[config.mk]
export PLATFORM = sky130hd
export DESIGN_NAME = sdram_host_ctrl
export DESIGN_NICKNAME = d
export VERILOG_FILES = /design/src/rtl/sdram_ctrl_pkg.sv /design/src/rtl/sdram_refresh_timer.sv /design/src/rtl/sdram_host_ctrl.sv
export SDC_FILE = /design/constraint.sdc
export NUM_CORES = 1
export LEC_CHECK = 0
export BUFFER_PORTS_ARGS = -buffer_cell sky130_fd_sc_hd__buf_2
export CELL_PAD_IN_SITES_DETAIL_PLACEMENT = 1
export CELL_PAD_IN_SITES_GLOBAL_PLACEMENT = 1
export CORE_MARGIN = 4
export CORE_UTILIZATION = 41
export CTS_BUF_LIST = sky130_fd_sc_hd__clkbuf_4
export DETAILED_ROUTE_END_ITERATION = 10
export PLACE_DENSITY = 0.92
export SLEW_MARGIN = 20
export SYNTH_ARGS = -nofsm -noshare
export SYNTH_HDL_FRONTEND = slang
export SYNTH_HIERARCHICAL = 1
export SYNTH_SLANG_ARGS = --single-unit
[constraint.sdc]
create_clock -name clk -period 3.2 [get_ports clk]
set_clock_uncertainty 0.15 [all_clocks]
set_input_delay 0.64 -clock clk [delete_from_list [all_inputs] [get_ports clk]]
set_output_delay 0.64 -clock clk [all_outputs]
set_load 0.02 [all_outputs]
[src/rtl/sdram_ctrl_pkg.sv]
// Shared types and constants for the SDRAM host controller: FSM states,
// host address field layout and {cs_l,ras_l,cas_l,wr_l} command encodings.
package sdram_ctrl_pkg;

    localparam int BANK_W   = 2;
    localparam int ROW_W    = 11;
    localparam int COL_W    = 11;
    localparam int ADDR_W   = BANK_W + ROW_W + COL_W;
    localparam int COL_LSB  = 0;
    localparam int ROW_LSB  = COL_LSB + COL_W;
    localparam int BANK_LSB = ROW_LSB + ROW_W;
    localparam int DATA_W   = 33;
    localparam int MASK_W   = 4;

    typedef enum logic [3:0] {
        ST_IDLE,
        ST_ACTIVATE,
        ST_RCD_WAIT,
        ST_COLUMN,
        ST_WRITE,
        ST_READ_WAIT,
        ST_DONE,
        ST_REFRESH,
        ST_RFC_WAIT
    } state_e;

    typedef logic [3:0] cmd_t;

    localparam cmd_t CMD_ACT   = 4'b0011;
    localparam cmd_t CMD_COL   = 4'b0101;
    localparam cmd_t CMD_WRITE = 4'b0110;
    localparam cmd_t CMD_NOP   = 4'b0111;
    localparam cmd_t CMD_REF   = 4'b0001;
    localparam cmd_t CMD_DESEL = 4'b1111;

endpackage

[src/rtl/sdram_refresh_timer.sv]
// Free-running refresh interval counter; raises ref_pending on each wrap and
// holds it until the sequencer clears it. Repeated wraps do not queue.
module sdram_refresh_timer
    import sdram_ctrl_pkg::*;
#(
    parameter int REF_PERIOD = 1024
) (
    input  logic clk,
    input  logic sys_rst_l,
    input  logic ref_clr,
    output logic ref_pending
);

    localparam int CNT_W = (REF_PERIOD > 1) ? $clog2(REF_PERIOD) : 1;

    logic [CNT_W-1:0] cnt_q, cnt_d;
    logic             pend_q, pend_d;
    logic             wrap;

    always_comb begin
        wrap   = (cnt_q == CNT_W'(REF_PERIOD - 1));
        cnt_d  = wrap ? '0 : cnt_q + 1'b1;
        pend_d = pend_q;
        if (ref_clr) begin
            pend_d = 1'b0;
        end
        // A wrap on the clearing edge is a fresh request and must not be lost.
        if (wrap) begin
            pend_d = 1'b1;
        end
    end

    always_ff @(posedge clk or negedge sys_rst_l) begin
        if (!sys_rst_l) begin
            cnt_q  <= '0;
            pend_q <= 1'b0;
        end else begin
            cnt_q  <= cnt_d;
            pend_q <= pend_d;
        end
    end

    assign ref_pending = pend_q;

endmodule

[src/rtl/sdram_host_ctrl.sv]
// Single-beat host-to-SDRAM command sequencer. Pin outputs are decoded from the
// next state so every command appears registered in the cycle its state is live.
module sdram_host_ctrl
    import sdram_ctrl_pkg::*;
#(
    parameter int T_RCD      = 1,
    parameter int CAS_LAT    = 2,
    parameter int REF_PERIOD = 1024,
    parameter int T_RFC      = 4
) (
    input  logic              clk,
    input  logic              sys_rst_l,
    input  logic              host_req,
    output logic              host_ready,
    input  logic              host_wr,
    input  logic [ADDR_W-1:0] host_addr,
    input  logic [DATA_W-1:0] host_wdata,
    input  logic [MASK_W-1:0] host_dqm,
    output logic [DATA_W-1:0] host_rdata,
    output logic              host_done,
    output logic [ROW_W-1:0]  sdram_addx,
    output logic [BANK_W-1:0] sdram_bank,
    output logic [DATA_W-1:0] sdram_wdata,
    input  logic [DATA_W-1:0] sdram_rdata,
    output logic              sdram_cs_l,
    output logic              sdram_ras_l,
    output logic              sdram_cas_l,
    output logic              sdram_wr_l,
    output logic [MASK_W-1:0] sdram_dqm
);

    localparam int WAIT_W = 8;

    state_e              state_q, state_d;
    logic                wr_q, wr_d;
    logic [ADDR_W-1:0]   addr_q, addr_d;
    logic [DATA_W-1:0]   wdata_lat_q, wdata_lat_d;
    logic [MASK_W-1:0]   dqm_lat_q, dqm_lat_d;
    logic [WAIT_W-1:0]   wait_q, wait_d;
    cmd_t                cmd_q, cmd_d;
    logic [MASK_W-1:0]   dqm_q, dqm_d;
    logic [ROW_W-1:0]    addx_q, addx_d;
    logic [BANK_W-1:0]   bank_q, bank_d;
    logic [DATA_W-1:0]   sdram_wdata_q, sdram_wdata_d;
    logic [DATA_W-1:0]   host_rdata_q, host_rdata_d;
    logic                host_done_q, host_done_d;
    logic                ref_pending;
    logic                ref_clr;

    sdram_refresh_timer #(
        .REF_PERIOD(REF_PERIOD)
    ) u_ref_timer (
        .clk        (clk),
        .sys_rst_l  (sys_rst_l),
        .ref_clr    (ref_clr),
        .ref_pending(ref_pending)
    );

    assign host_ready = (state_q == ST_IDLE) && !ref_pending;

    always_comb begin
        state_d      = state_q;
        wr_d         = wr_q;
        addr_d       = addr_q;
        wdata_lat_d  = wdata_lat_q;
        dqm_lat_d    = dqm_lat_q;
        wait_d       = wait_q;
        host_rdata_d = host_rdata_q;
        ref_clr      = 1'b0;

        unique case (state_q)
            ST_IDLE: begin
                // Refresh takes priority over a waiting host request.
                if (ref_pending) begin
                    state_d = ST_REFRESH;
                    ref_clr = 1'b1;
                end else if (host_req) begin
                    state_d     = ST_ACTIVATE;
                    wr_d        = host_wr;
                    addr_d      = host_addr;
                    wdata_lat_d = host_wdata;
                    dqm_lat_d   = host_dqm;
                end
            end
            ST_ACTIVATE: begin
                if (T_RCD > 1) begin
                    state_d = ST_RCD_WAIT;
                    wait_d  = WAIT_W'(T_RCD - 2);
                end else begin
                    state_d = ST_COLUMN;
                end
            end
            ST_RCD_WAIT: begin
                if (wait_q == '0) begin
                    state_d = ST_COLUMN;
                end else begin
                    wait_d = wait_q - 1'b1;
                end
            end
            ST_COLUMN: begin
                if (wr_q) begin
                    state_d = ST_WRITE;
                end else begin
                    state_d = ST_READ_WAIT;
                    wait_d  = WAIT_W'(CAS_LAT - 1);
                end
            end
            ST_WRITE: begin
                state_d = ST_DONE;
            end
            ST_READ_WAIT: begin
                if (wait_q == '0) begin
                    state_d      = ST_DONE;
                    host_rdata_d = sdram_rdata;
                end else begin
                    wait_d = wait_q - 1'b1;
                end
            end
            ST_DONE: begin
                state_d = ST_IDLE;
            end
            ST_REFRESH: begin
                if (T_RFC > 1) begin
                    state_d = ST_RFC_WAIT;
                    wait_d  = WAIT_W'(T_RFC - 2);
                end else begin
                    state_d = ST_IDLE;
                end
            end
            ST_RFC_WAIT: begin
                if (wait_q == '0) begin
                    state_d = ST_IDLE;
                end else begin
                    wait_d = wait_q - 1'b1;
                end
            end
            default: begin
                state_d = ST_IDLE;
            end
        endcase
    end

    // Pin values for the state being entered; bank only moves on ACTIVATE so it
    // stays stable through the whole access.
    always_comb begin
        cmd_d         = CMD_DESEL;
        dqm_d         = 4'hF;
        addx_d        = addx_q;
        bank_d        = bank_q;
        sdram_wdata_d = sdram_wdata_q;
        host_done_d   = 1'b0;

        unique case (state_d)
            ST_ACTIVATE: begin
                cmd_d  = CMD_ACT;
                addx_d = addr_d[ROW_LSB +: ROW_W];
                bank_d = addr_d[BANK_LSB +: BANK_W];
            end
            ST_RCD_WAIT: begin
                cmd_d = CMD_NOP;
            end
            ST_COLUMN: begin
                cmd_d  = CMD_COL;
                addx_d = addr_d[COL_LSB +: COL_W];
            end
            ST_WRITE: begin
                cmd_d         = CMD_WRITE;
                sdram_wdata_d = wdata_lat_d;
                dqm_d         = dqm_lat_d;
            end
            ST_READ_WAIT: begin
                cmd_d = CMD_NOP;
                dqm_d = 4'h0;
            end
            ST_DONE: begin
                host_done_d = 1'b1;
            end
            ST_REFRESH: begin
                cmd_d = CMD_REF;
            end
            default: begin
                cmd_d = CMD_DESEL;
            end
        endcase
    end

    always_ff @(posedge clk or negedge sys_rst_l) begin
        if (!sys_rst_l) begin
            state_q       <= ST_IDLE;
            wr_q          <= 1'b0;
            addr_q        <= '0;
            wdata_lat_q   <= '0;
            dqm_lat_q     <= '0;
            wait_q        <= '0;
            cmd_q         <= CMD_DESEL;
            dqm_q         <= 4'hF;
            addx_q        <= '0;
            bank_q        <= '0;
            sdram_wdata_q <= '0;
            host_rdata_q  <= '0;
            host_done_q   <= 1'b0;
        end else begin
            state_q       <= state_d;
            wr_q          <= wr_d;
            addr_q        <= addr_d;
            wdata_lat_q   <= wdata_lat_d;
            dqm_lat_q     <= dqm_lat_d;
            wait_q        <= wait_d;
            cmd_q         <= cmd_d;
            dqm_q         <= dqm_d;
            addx_q        <= addx_d;
            bank_q        <= bank_d;
            sdram_wdata_q <= sdram_wdata_d;
            host_rdata_q  <= host_rdata_d;
            host_done_q   <= host_done_d;
        end
    end

    assign {sdram_cs_l, sdram_ras_l, sdram_cas_l, sdram_wr_l} = cmd_q;
    assign sdram_dqm   = dqm_q;
    assign sdram_addx  = addx_q;
    assign sdram_bank  = bank_q;
    assign sdram_wdata = sdram_wdata_q;
    assign host_rdata  = host_rdata_q;
    assign host_done   = host_done_q;

endmodule

* Word-level counts from Yosys, hierarchy flattened
Index checks and enable logic that the tools add are counted.
** Word-level totals
- Register bits after elaboration :: 173
- Bits of input ports :: 98
- Output and inout port bits :: 89
** Operators by class
- Add/sub/neg operators :: 2
- Eq/ne operators :: 17
- Muxes and demuxes :: 28
- Bitwise logic cells :: 1
- Reduce and logical (&&, ||, !) cells :: 12
** Operators with widths (count)
- 33-bit two-way mux :: 3
- 24-bit two-way mux :: 3
- 4-bit two-way mux :: 8
- 4-bit one-hot mux with 8 select lines :: 1
- 4-bit by 3-bit == test with 1-bit output, second input constant :: 7
- 8-bit one-hot mux with 3 select lines :: 1
- 11-bit one-hot mux with 2 select lines :: 1
- 4-bit one-hot mux with 5 select lines :: 1
- 4-bit by 2-bit == test with 1-bit output, second input constant :: 4
- 8-bit two-way mux :: 2
- 10-bit by 1-bit adder with 10-bit output, second input constant :: 1
- 10-bit == test, second input constant :: 1
- 10-bit two-way mux :: 1
- 4-bit by 1-bit == test with 1-bit output, second input constant :: 2
- 8-bit logical NOT :: 1
- 4-bit one-hot mux with 2 select lines :: 1
- 8-bit by 1-bit subtractor with 8-bit output, second input constant :: 1
- 1-bit two-way mux :: 6
- 3-bit AND reduction :: 2
- 4-bit == test, second input constant :: 1
- 4-bit logical NOT :: 1
- 2-bit inequality test, second input constant :: 2
- 2-bit nonzero test :: 2
- 3-bit nonzero test :: 1
- 6 further kinds :: 6

* Depth between registers and ports, before layout
Gate-level depths: netlist (run 1).
- Depth in word-level cells :: 6
- Depth in mapped cells :: 9
- Gate-level depth less buffers :: 7

* By module
The synthesis (run 1) kept the hierarchy.
** By module, submodules not included
- sdram_host_ctrl :: times used 1, cells an instance 573, area an instance 6198.4 µm², seq. area each 3738.6 µm²
- sdram_refresh_timer :: times used 1, cells an instance 45, area an instance 514.2 µm², seq. area each 275.3 µm²

* Worst setup path before layout (run 1)
Ideal clock, no wire load.
- Kind :: flip-flop to flip-flop
- Start :: register wait_q[0]
- End :: register sdram_wdata_q[10] (netlist: sdram_wdata[10])
- Setup time :: 0.125 ns
- Arrival time :: 2.156 ns
- Required time :: 2.925 ns
- Slack :: 0.769 ns
- Cell stages (with the launch flop) :: 10
- Path buffers :: 2
- Period minus slack after synthesis :: 2.431 ns
- Path through :: dfrtp_1 inv_1 ha_1 nor3b_1 and2_1 o221a_4 and3_4 buf_6 buf_6 mux2_4
** On the way
- Longest elaborated chain between the ends :: 4
** Ends and longest elaborated chain
- start, declared :: line sdram_host_ctrl.sv:39 : logic [WAIT_W-1:0] wait_q, wait_d;
- start signal, assigned :: line sdram_host_ctrl.sv:208 : wait_q <= wait_d;
- 8-bit logical NOT (*) :: line sdram_host_ctrl.sv:94, sdram_host_ctrl.sv:112, sdram_host_ctrl.sv:131
- 4-bit two-way mux (on tied branches) :: line sdram_host_ctrl.sv:131, sdram_host_ctrl.sv:94, sdram_host_ctrl.sv:112
- 4-bit one-hot mux with 8 select lines (*) :: line sdram_host_ctrl.sv:71 : unique case (state_q)
- 4-bit by 3-bit == test with 1-bit output (*) :: line sdram_host_ctrl.sv:153 : unique case (state_d)
- end signal, assigned :: line sdram_host_ctrl.sv:213 : sdram_wdata_q <= sdram_wdata_d;
- end, declared :: line sdram_host_ctrl.sv:44 : logic [DATA_W-1:0] sdram_wdata_q, sdram_wdata_d;
Mark *: on every way between the ends. The rest lies on a longest branch, timed or not.
A chain may end at the register's enable or synchronous reset.

* Worst setup path in the final report (run 1)
- Start :: register wait_q[0]
- End :: register sdram_wdata_q[30] (netlist: sdram_wdata[30])
The elaborated chain is that of the path after synthesis.

==> results of run 1 <==
-- state kept, by name (all words and copies together), names as in the netlist, 4 cells and up --
register	cells
sdram_addx	11
wait_q	8
dqm_lat_q	4
cmd_q	4
sdram_wdata	33
wdata_lat_q	33
sdram_dqm	4
state_q	4
host_rdata	33
u_ref_timer/cnt_q	10
addr_q	11
-- cell type report --
class / count / area [um^2]
antenna: 1 / 2.502
clock buffer: 17 / 127.6
clock inverter: 15 / 160.2
fill: 1841 / 7756
inverter: 18 / 67.56
multi-input combinational: 411 / 2467
sequential: 160 / 4014
tap: 216 / 270.3
timing repair buffer: 201 / 1077
-- synth_stat cells, types with 5 or more instances --
master,count
mux2_4,29
a21oi_1,5
mux2_2,19
o21ai_0,18
dfstp_2,8
nand2_1,234
inv_1,17
dfrtp_1,152
nand3_1,8
buf_2,7
mux2i_1,13
nor2_1,18
buf_6,6
clkbuf_1,12
xor2_1,10
-- worst paths after layout --
path                                 start               to
max                              wait_q[0]  sdram_wdata[30]
min                        sdram_rdata[16]   host_rdata[16]
max reg2reg                      wait_q[0]  sdram_wdata[30]
min reg2reg                 host_rdata[10]   host_rdata[10]
max in group asynchronous        sys_rst_l         cmd_q[1]
min in group asynchronous        sys_rst_l  wdata_lat_q[10]
-- cells by family after synthesis --
group / Yosys count
and+or+nand+nor: 293
buffers and inverters: 47
muxes: 61
adders and majority gates: 2
xor gates and xnor gates: 12
DFF: 160
AOI/OAI and AO/OA: 43
-- worst min-delay path: stages --
cell     delay, ns
buf_2         0.07
nand2_1       0.04
nand2_1       0.05
-- timing repair --
item                                    in CTS  in global routing
endpoints found under the hold margin       62                  0
endpoints found under the setup margin       0                  1
gates resized for setup                      0                  1
hold buffers                                 1                  0
-- cell usage in the layout (no fill, tap or decap), types with 10 or more instances in the layout --
| cell | Yosys | layout |
|---|---|---|
| nand2_1 | 234 | 234 |
| buf_2 | 7 | 185 |
| dfrtp_1 | 152 | 152 |
| mux2_4 | 29 | 29 |
| mux2_2 | 19 | 19 |
| o21ai_0 | 18 | 18 |
| inv_1 | 17 | 17 |
| nor2_1 | 18 | 17 |
| clkbuf_4 | 0 | 17 |
| mux2i_1 | 13 | 13 |
| buf_4 | 3 | 12 |
| xor2_1 | 10 | 10 |
-- routing by layer --
metal  global-route usage (%)  wire length (um)  vias to the layer above
met4                    6.215               239                        2
met1                    24.23              7401                     2507
met5                        0                 9                        -
li1                         -                 -                     2388
met3                    7.402              1595                       18
met2                    32.83              8612                      177
-- power groups by stage --
stage	Clock (mW)	Combinational (mW)	Sequential, mW
final	1.21	3.83	3.43
after global placement	0	3.66	3.41
after global routing	1.36	4.22	3.55
after detailed placement	0	3.88	3.47
after floorplan	0	2.09	3.94
after CTS	1.26	3.89	3.44
==> flow_results.org, run 1 <==
** Outcome
- The run finished with clean final reports.

** Placed design
- Number of port buffers :: about 190
- Summing all placed instances gives a cell area of around 0.0079 mm^2.
- After detailed placement, the design holds a cell count of 1005.
- Summed over all nets, the half-perimeter wirelength after detailed placement is ~13 mm.
- At the placement stage, the worst setup path has a slack of 0.3222 ns.
- The congestion estimate from routability-driven global placement came to 0.7987.

** Yosys
- Synthesized area divided by synthesized cell count :: 10.86 um^2
- Simple-Gate Fraction of Synth Area :: around a fifth
- Number of enable-type register cells in the synthesized netlist :: 0
- Multiplexer share of the synthesized area :: 11.61%
- During synthesis, Yosys emitted a total of 6 warnings.
- After synthesis the cells add up to 0.006713 mm^2.
- Share of async-settable or async-resettable flops after synthesis :: 100.0%
- Syn Nets :: 718
- The synthesized netlist devotes 0.3728% of its cell area to adder and majority cells.
- The cell count after synthesis came out at around 600.
- Area share of xor/xnor cells in the synthesized design :: 1.566%
- Largest area contributor in the netlist :: dfrtp_1
- Part of the Yosys area used for sequential elements :: approximately three fifths
- Biggest area contributors in the synthesized netlist :: dfrtp_1 57%, nand2_1 13%, mux2_4 6.5%
- After synthesis, the largest area contributor takes up 56.66% of total cell area.
- The synthesized netlist devotes 4.287% of its cell area to compound gates.
- Largest family of logic cells by synthesized area :: simple AND/OR/NAND/NOR gates
- Yosys mapped the design onto 55 distinct sky130hd cell types.
- For this run, the leading register cell type out of synthesis is dfrtp_1.
- In this run, synthesis produced a sequential element count of 160.

** Finish
- Share of cells above drive strength 1 :: 36.86%
- Once layout is complete, the utilization of the core stands at 51.35%.
- Number of standard cells in the layout, taps in and fillers out :: 1039
- After routing the design area is 0.008187 mm^2.
- In the final design database the tool counted 909 nets.
- Layout Area Growth over Synthesis :: 21.96%

** CTS
- TritonCTS Buffers :: 17
- Worst-skew pair later-pin latency :: about 0.54 ns
- Clock tree synthesis found a total of between 150 and 200 sinks.
- TritonCTS built the clock tree.
- The tree is rooted in a clkbuf_4.
- Max clock buf depth :: 2
- The number of setup buffers added after CTS is 0.
- Maximum level of the CTS H-tree :: 4
- After clock tree synthesis, the clock-pin slew on the worst setup and hold paths is approximately 0.14 ns.

** Setup path
- Buffer and inverter count on the worst path :: 2
- Setup slack of the most critical reg-to-reg path :: 0.28 ns
- Largest delay share family, worst path :: simple AND/OR/NAND/NOR gates
- Endpoint required time on the critical path :: about 3.5 ns
- The worst setup path is launched from a flop.
- At the worst endpoint, the arrival time is 3.22 ns.
- Worst-path maximum fanout :: 22
- Critical Path, Cell by Cell :: inv_1 > ha_1 > nor3b_1 > and2_1 > o221a_4 > and3_4 > buf_4 > mux2_4
- The number of cells on the worst reg-to-reg path is 8.
- Critical path depth :: 8
- For this design, the slowest cell found on the critical path is dfrtp_1.
- By startpoint and endpoint, the worst setup path is classified as flop to flop.
- Max incr delay on CP :: 0.45 ns
- Nature of the critical path endpoint :: flop

** Die
- The floorplan has 46 rows.
- Effective utilization at floorplan :: 42.10%
- Floorplan die area :: between 0.015 and 0.02 mm^2
- Floorplan Core Area :: 0.01594 mm^2
- Number of top-level pins :: 187
- From bottom edge to top edge, the die measures about 140 um.
- Die X :: 136.0 um

** GRT
- The total overflow left after global routing is 0.
- The first global-routing pass estimated 28.65 mm of wire.
- Overall Global Routing Usage :: 19.84%
- Number of antenna violations at the first check in global routing :: 2
- Pin count of the biggest net entering global routing :: 67
- Vias in the first global route :: approximately 5600

** Timing
- At the pin with the least slew margin, the transition time is between 0.5 and 0.6 ns.
- In this run the tightest slew margin relative to its limit is 60.08%.
- Setup violations remaining at the end of the flow were counted as 0.
- Sum of negative setup slack :: 0 ns
- The tightest hold path in the finished design has a slack of roughly 0.12 ns.
- Tmin final :: about 2.9 ns
- Setup repair after global routing left no endpoint under its margin.
- After layout, the worst path uses about nine tenths of the clock period.
- Final max-slew violation count :: 0
- Maximum achievable frequency :: 342.5 MHz
- Number of failing hold endpoints at the final stage :: 0
- Across all setup checks in the final design, the least slack found is 0.2803 ns.

** Routing
- Detailed routing inserted a total of 5092 vias.
- Using the TritonRoute via totals, the vias-per-cell ratio works out to 4.901.
- Post-route antenna net violation count :: 0
- The first TritonRoute pass finished after 4 iterations.
- For this block, the initial DRC count from the detailed router was 128.
- Drc violations :: 0
- After detailed routing, the average wire length per cell comes to 17.19 um.
- DRT Wirelength :: ~18 mm

** Hold path
- The tightest min-delay check is of the input pin to flop type.
- The worst hold path was traced through 3 stages.

** Job
- Max capacitance violation total :: 0

** Power and ir drop
- Sequential power share :: 40.5%
- In this run switching power makes up 41.63% of total power.
- IR analysis of the VDD net gives a maximum drop of 452.5 uV.
- The completed layout was analyzed and its total power is 8.483 mW.
- For this design the ratio of total power to cell area is 1036 mW/mm^2.
- The clock network is responsible for 14.3% of the overall power.
- Comb pwr share :: 45.2%
- Internal power comes to 4.952 mW.
- Leakage :: 4.256 nW
- Net switching power :: 3.531 mW
Power figures use the tool's default switching activity.
==> run 2: changes to the inputs <==
--- a/config.mk
+++ b/config.mk
@@ -9,12 +9,11 @@
 export CELL_PAD_IN_SITES_DETAIL_PLACEMENT = 1
 export CELL_PAD_IN_SITES_GLOBAL_PLACEMENT = 1
 export CORE_MARGIN = 4
-export CORE_UTILIZATION = 41
+export CORE_UTILIZATION = 23
 export CTS_BUF_LIST = sky130_fd_sc_hd__clkbuf_4
 export DETAILED_ROUTE_END_ITERATION = 10
-export PLACE_DENSITY = 0.92
+export PLACE_DENSITY = 0.61
 export SLEW_MARGIN = 20
 export SYNTH_ARGS = -nofsm -noshare
 export SYNTH_HDL_FRONTEND = slang
-export SYNTH_HIERARCHICAL = 1
 export SYNTH_SLANG_ARGS = --single-unit
==> flow_results.org, run 2 <==
** Setup path
- Endpoint required time on the critical path :: 2.41 ns
- Critical setup path kind :: flop to output pin
- Startpoint Class :: flop
- Data arrives at the worst endpoint at 2.13 ns.
- Number of cells on the worst reg-to-reg path :: 5
- Worst-path maximum fanout :: 13
- The worst setup path is captured at an output pin.

** CTS
- In this run the clock root is driven by a clkbuf_4.
- CTS built an H-tree with a depth of 4.
- Clock input transition at the sequential cells of the worst setup and hold paths :: 0.16 ns
- # resized after CTS :: 0
- Worst-skew pair later-pin latency :: around 0.55 ns
- CTS tree :: done
- In this run the deepest clock path goes through 2 buffers.
- TritonCTS Buffers :: 17
- Clk sink count :: 160
- Hold buffers post-CTS :: 1
- The number of setup buffers added after CTS is 0.

** Routing
- The detailed router finished its first iteration with 179 violations.
- After detailed routing, the total wire length is 17.64 mm.
- In this run the remaining antenna-violating nets after routing total 0.
- Routed wire per std cell :: approximately 16 um
- In the routed design, unresolved DRC markers number 0.
- Vias per inst :: between 4 and 5
- Detailed routing inserted a total of 4641 vias.
- The first detailed-routing pass took 4 iterations.

** Placed design
- Routability-driven placement finished with a final weighted congestion of 0.7221.
- The count of buffers added on input and output ports is roughly 190.
- Prior to clock tree synthesis, the placed netlist has a worst setup slack of roughly 0.44 ns.
- Total instance count after detailed placement :: 1081
- Placed Instance Area :: 0.008045 mm^2
- Half-perimeter wire length after placement :: 12.32 mm

** Finish
- The finished layout holds 1115 standard cells, fillers aside.
- Leaving out fill and tap cells, the most frequent cell in the layout is buf_2.
- After the last flow step, the layout net total stands at 818.
- In the final layout, the share of cells above drive strength 1 is 45.75%.
- The library cells used most frequently in the layout, excluding fill and tap cells, are 185 x buf_2, 152 x dfrtp_1, 123 x nand2_1.
- The area growth from synthesis to layout is 25.43%.
- The finished cells cover 0.008356 mm^2.
- Cells fill 29.19% of the core in the end.

** Timing
- Transition time of the tightest slew-check pin :: 0.7981 ns
- Tmin final :: 2.923 ns
- Setup violations remaining at the end of the flow were counted as 0.
- Number of failing hold endpoints at the final stage :: 0
- Setup repair after global routing left no endpoint under its margin.
- Ratio of final minimum period to clock period :: 91.33%
- Setup total negative slack on the finished layout was measured at 0 ns.
- Final-layout worst hold slack :: 0.1247 ns
- Worst path setup slack after routing :: 0.2774 ns
- Derived from the worst setup path, the maximum achievable clock frequency is 342.2 MHz.
- The number of max-slew violations in the final report was 0.
- Headroom to the max-slew limit came out at 46.74%.

** Hold path
- WHS Path Cells :: 3
- Min-delay worst type :: input pin to flop

** Die
- Effective utilization at floorplan :: 23.27%
- Number of cell rows :: 62
- The die covers 0.03175 mm^2.
- The floorplan step defined a core boundary enclosing 0.02863 mm^2.
- Vertical extent of the die :: between 150 and 200 um
- Die X :: 178.2 um
- Number of top-level pins :: 187

** GRT
- Met3 demand-to-capacity share in global routing :: 3.942%
- Met2 Resource Use GR :: 18.43%
- For this run the aggregate overflow at the end of global routing stands at 0.
- Met1 demand-to-capacity share in global routing :: 14.40%
- The first global-routing pass estimated around 28 mm of wire.
- Entering global routing, the biggest net connects 63 pins.
- The number of antenna violations at the first check in global routing was 1.
- Top Usage Layer GRT :: met2
- Overall Global Routing Usage :: 11.29%
- The number of global-route vias before repair was slightly above 5000.

** Yosys
- Syn Nets :: 628
- Number of enable-type register cells in the synthesized netlist :: 0
- Synthesis inferred 160 register bits.
- The commonest cells after synthesis are 152 x dfrtp_1, 123 x nand2_1, 59 x mux2_2.
- Most common flop cell mapped by yosys :: dfrtp_1
- Biggest area contributors in the synthesized netlist :: dfrtp_1 57%, mux2_2 10%, nand2_1 6.9%
- Synth cell types :: 55
- The synthesized design devotes to its leading area cell type between 50% and 60% of total area.
- Of the synthesized area, sequential elements account for 60.26%.
- Total number of yosys warnings :: 0
- The most common cell in the synthesized netlist is dfrtp_1.
- Synthesized area divided by synthesized cell count :: about 13 um^2
- Share of async-settable or async-resettable flops after synthesis :: 100.0%
- Largest area contributor in the netlist :: dfrtp_1
- Number of instances in the synthesized netlist :: 527
- The synthesized netlist occupies a cell area of 0.006661 mm^2.

** Power and ir drop
- For this design the ratio of total power to cell area is 966.8 mW/mm^2.
- Tot Pwr :: 8.078 mW
- Worst vdd ir :: approximately 300 uV
- Leakage :: 4.361 nW

** Job
- Max capacitance violation total :: 0

** Outcome
- The run finished with clean final reports.
## run 2: kinds of logic (layout without fill, tap and decap cells)
logic type               count (synthesis)  in the layout  synth area share [%]
AND/OR/NAND/NOR                        179            179                 12.30
flip-flops                             160            160                 60.26
multiplexers                            98             98                 18.01
AO/OA/AOI/OAI                           45             45                 5.222
buffers and inverters                   35            238                 2.723
XOR/XNOR                                 7              7                0.9204
adder cells (fa/ha/maj)                  3              3                0.5635
other                                    0              1                     0
## run 2: layout make-up
type,count,area [um^2]
Clock buffer,17,127.6
Multi-Input combinational cell,332,2467
Timing Repair Buffer,197,1060
Clock inverter,15,170.2
Sequential cell,160,4014
Tap cell,384,480.5
Inverter,9,33.78
Antenna cell,1,2.502
Fill cell,3251,20270
## run 2: path summary, 6_finish.rpt
| kind | startpoint | to | slack, ns |
|---|---|---|---|
| setup / recovery | state_q[3] | host_ready | 0.28 |
| hold / removal | host_addr[23] | sdram_bank[1] | 0.12 |
| setup reg to reg | state_q[0] | sdram_addx[10] | 0.43 |
| hold reg to reg | wdata_lat_q[3] | wdata_lat_q[3] | 0.34 |
| max in group asynchronous | sys_rst_l | cmd_q[1] | 1.60 |
| min in group asynchronous | sys_rst_l | sdram_wdata[8] | 0.44 |
## run 2: report_power, final
part / internal, mW / leakage [nW] / switching (mW)
clock network: 0.427 / 0.153 / 0.860
registers: 2.84 / 2.03 / 0.418
logic: 1.55 / 2.18 / 1.98
total: 4.82 / 4.36 / 3.26
## run 2: critical path, cell delays in order, from the launching register on
cell	delay, ns
dfrtp_1	0.57
or2_2	0.37
or3_1	0.33
nor2_1	0.14
buf_2	0.19
## run 2: routing by layer
metal | up-vias | wire length, um
li1 | 2192 | -
met1 | 2332 | 7947
met2 | 105 | 8463
met3 | 12 | 1034
met4 | 0 | 199
met5 | - | 0
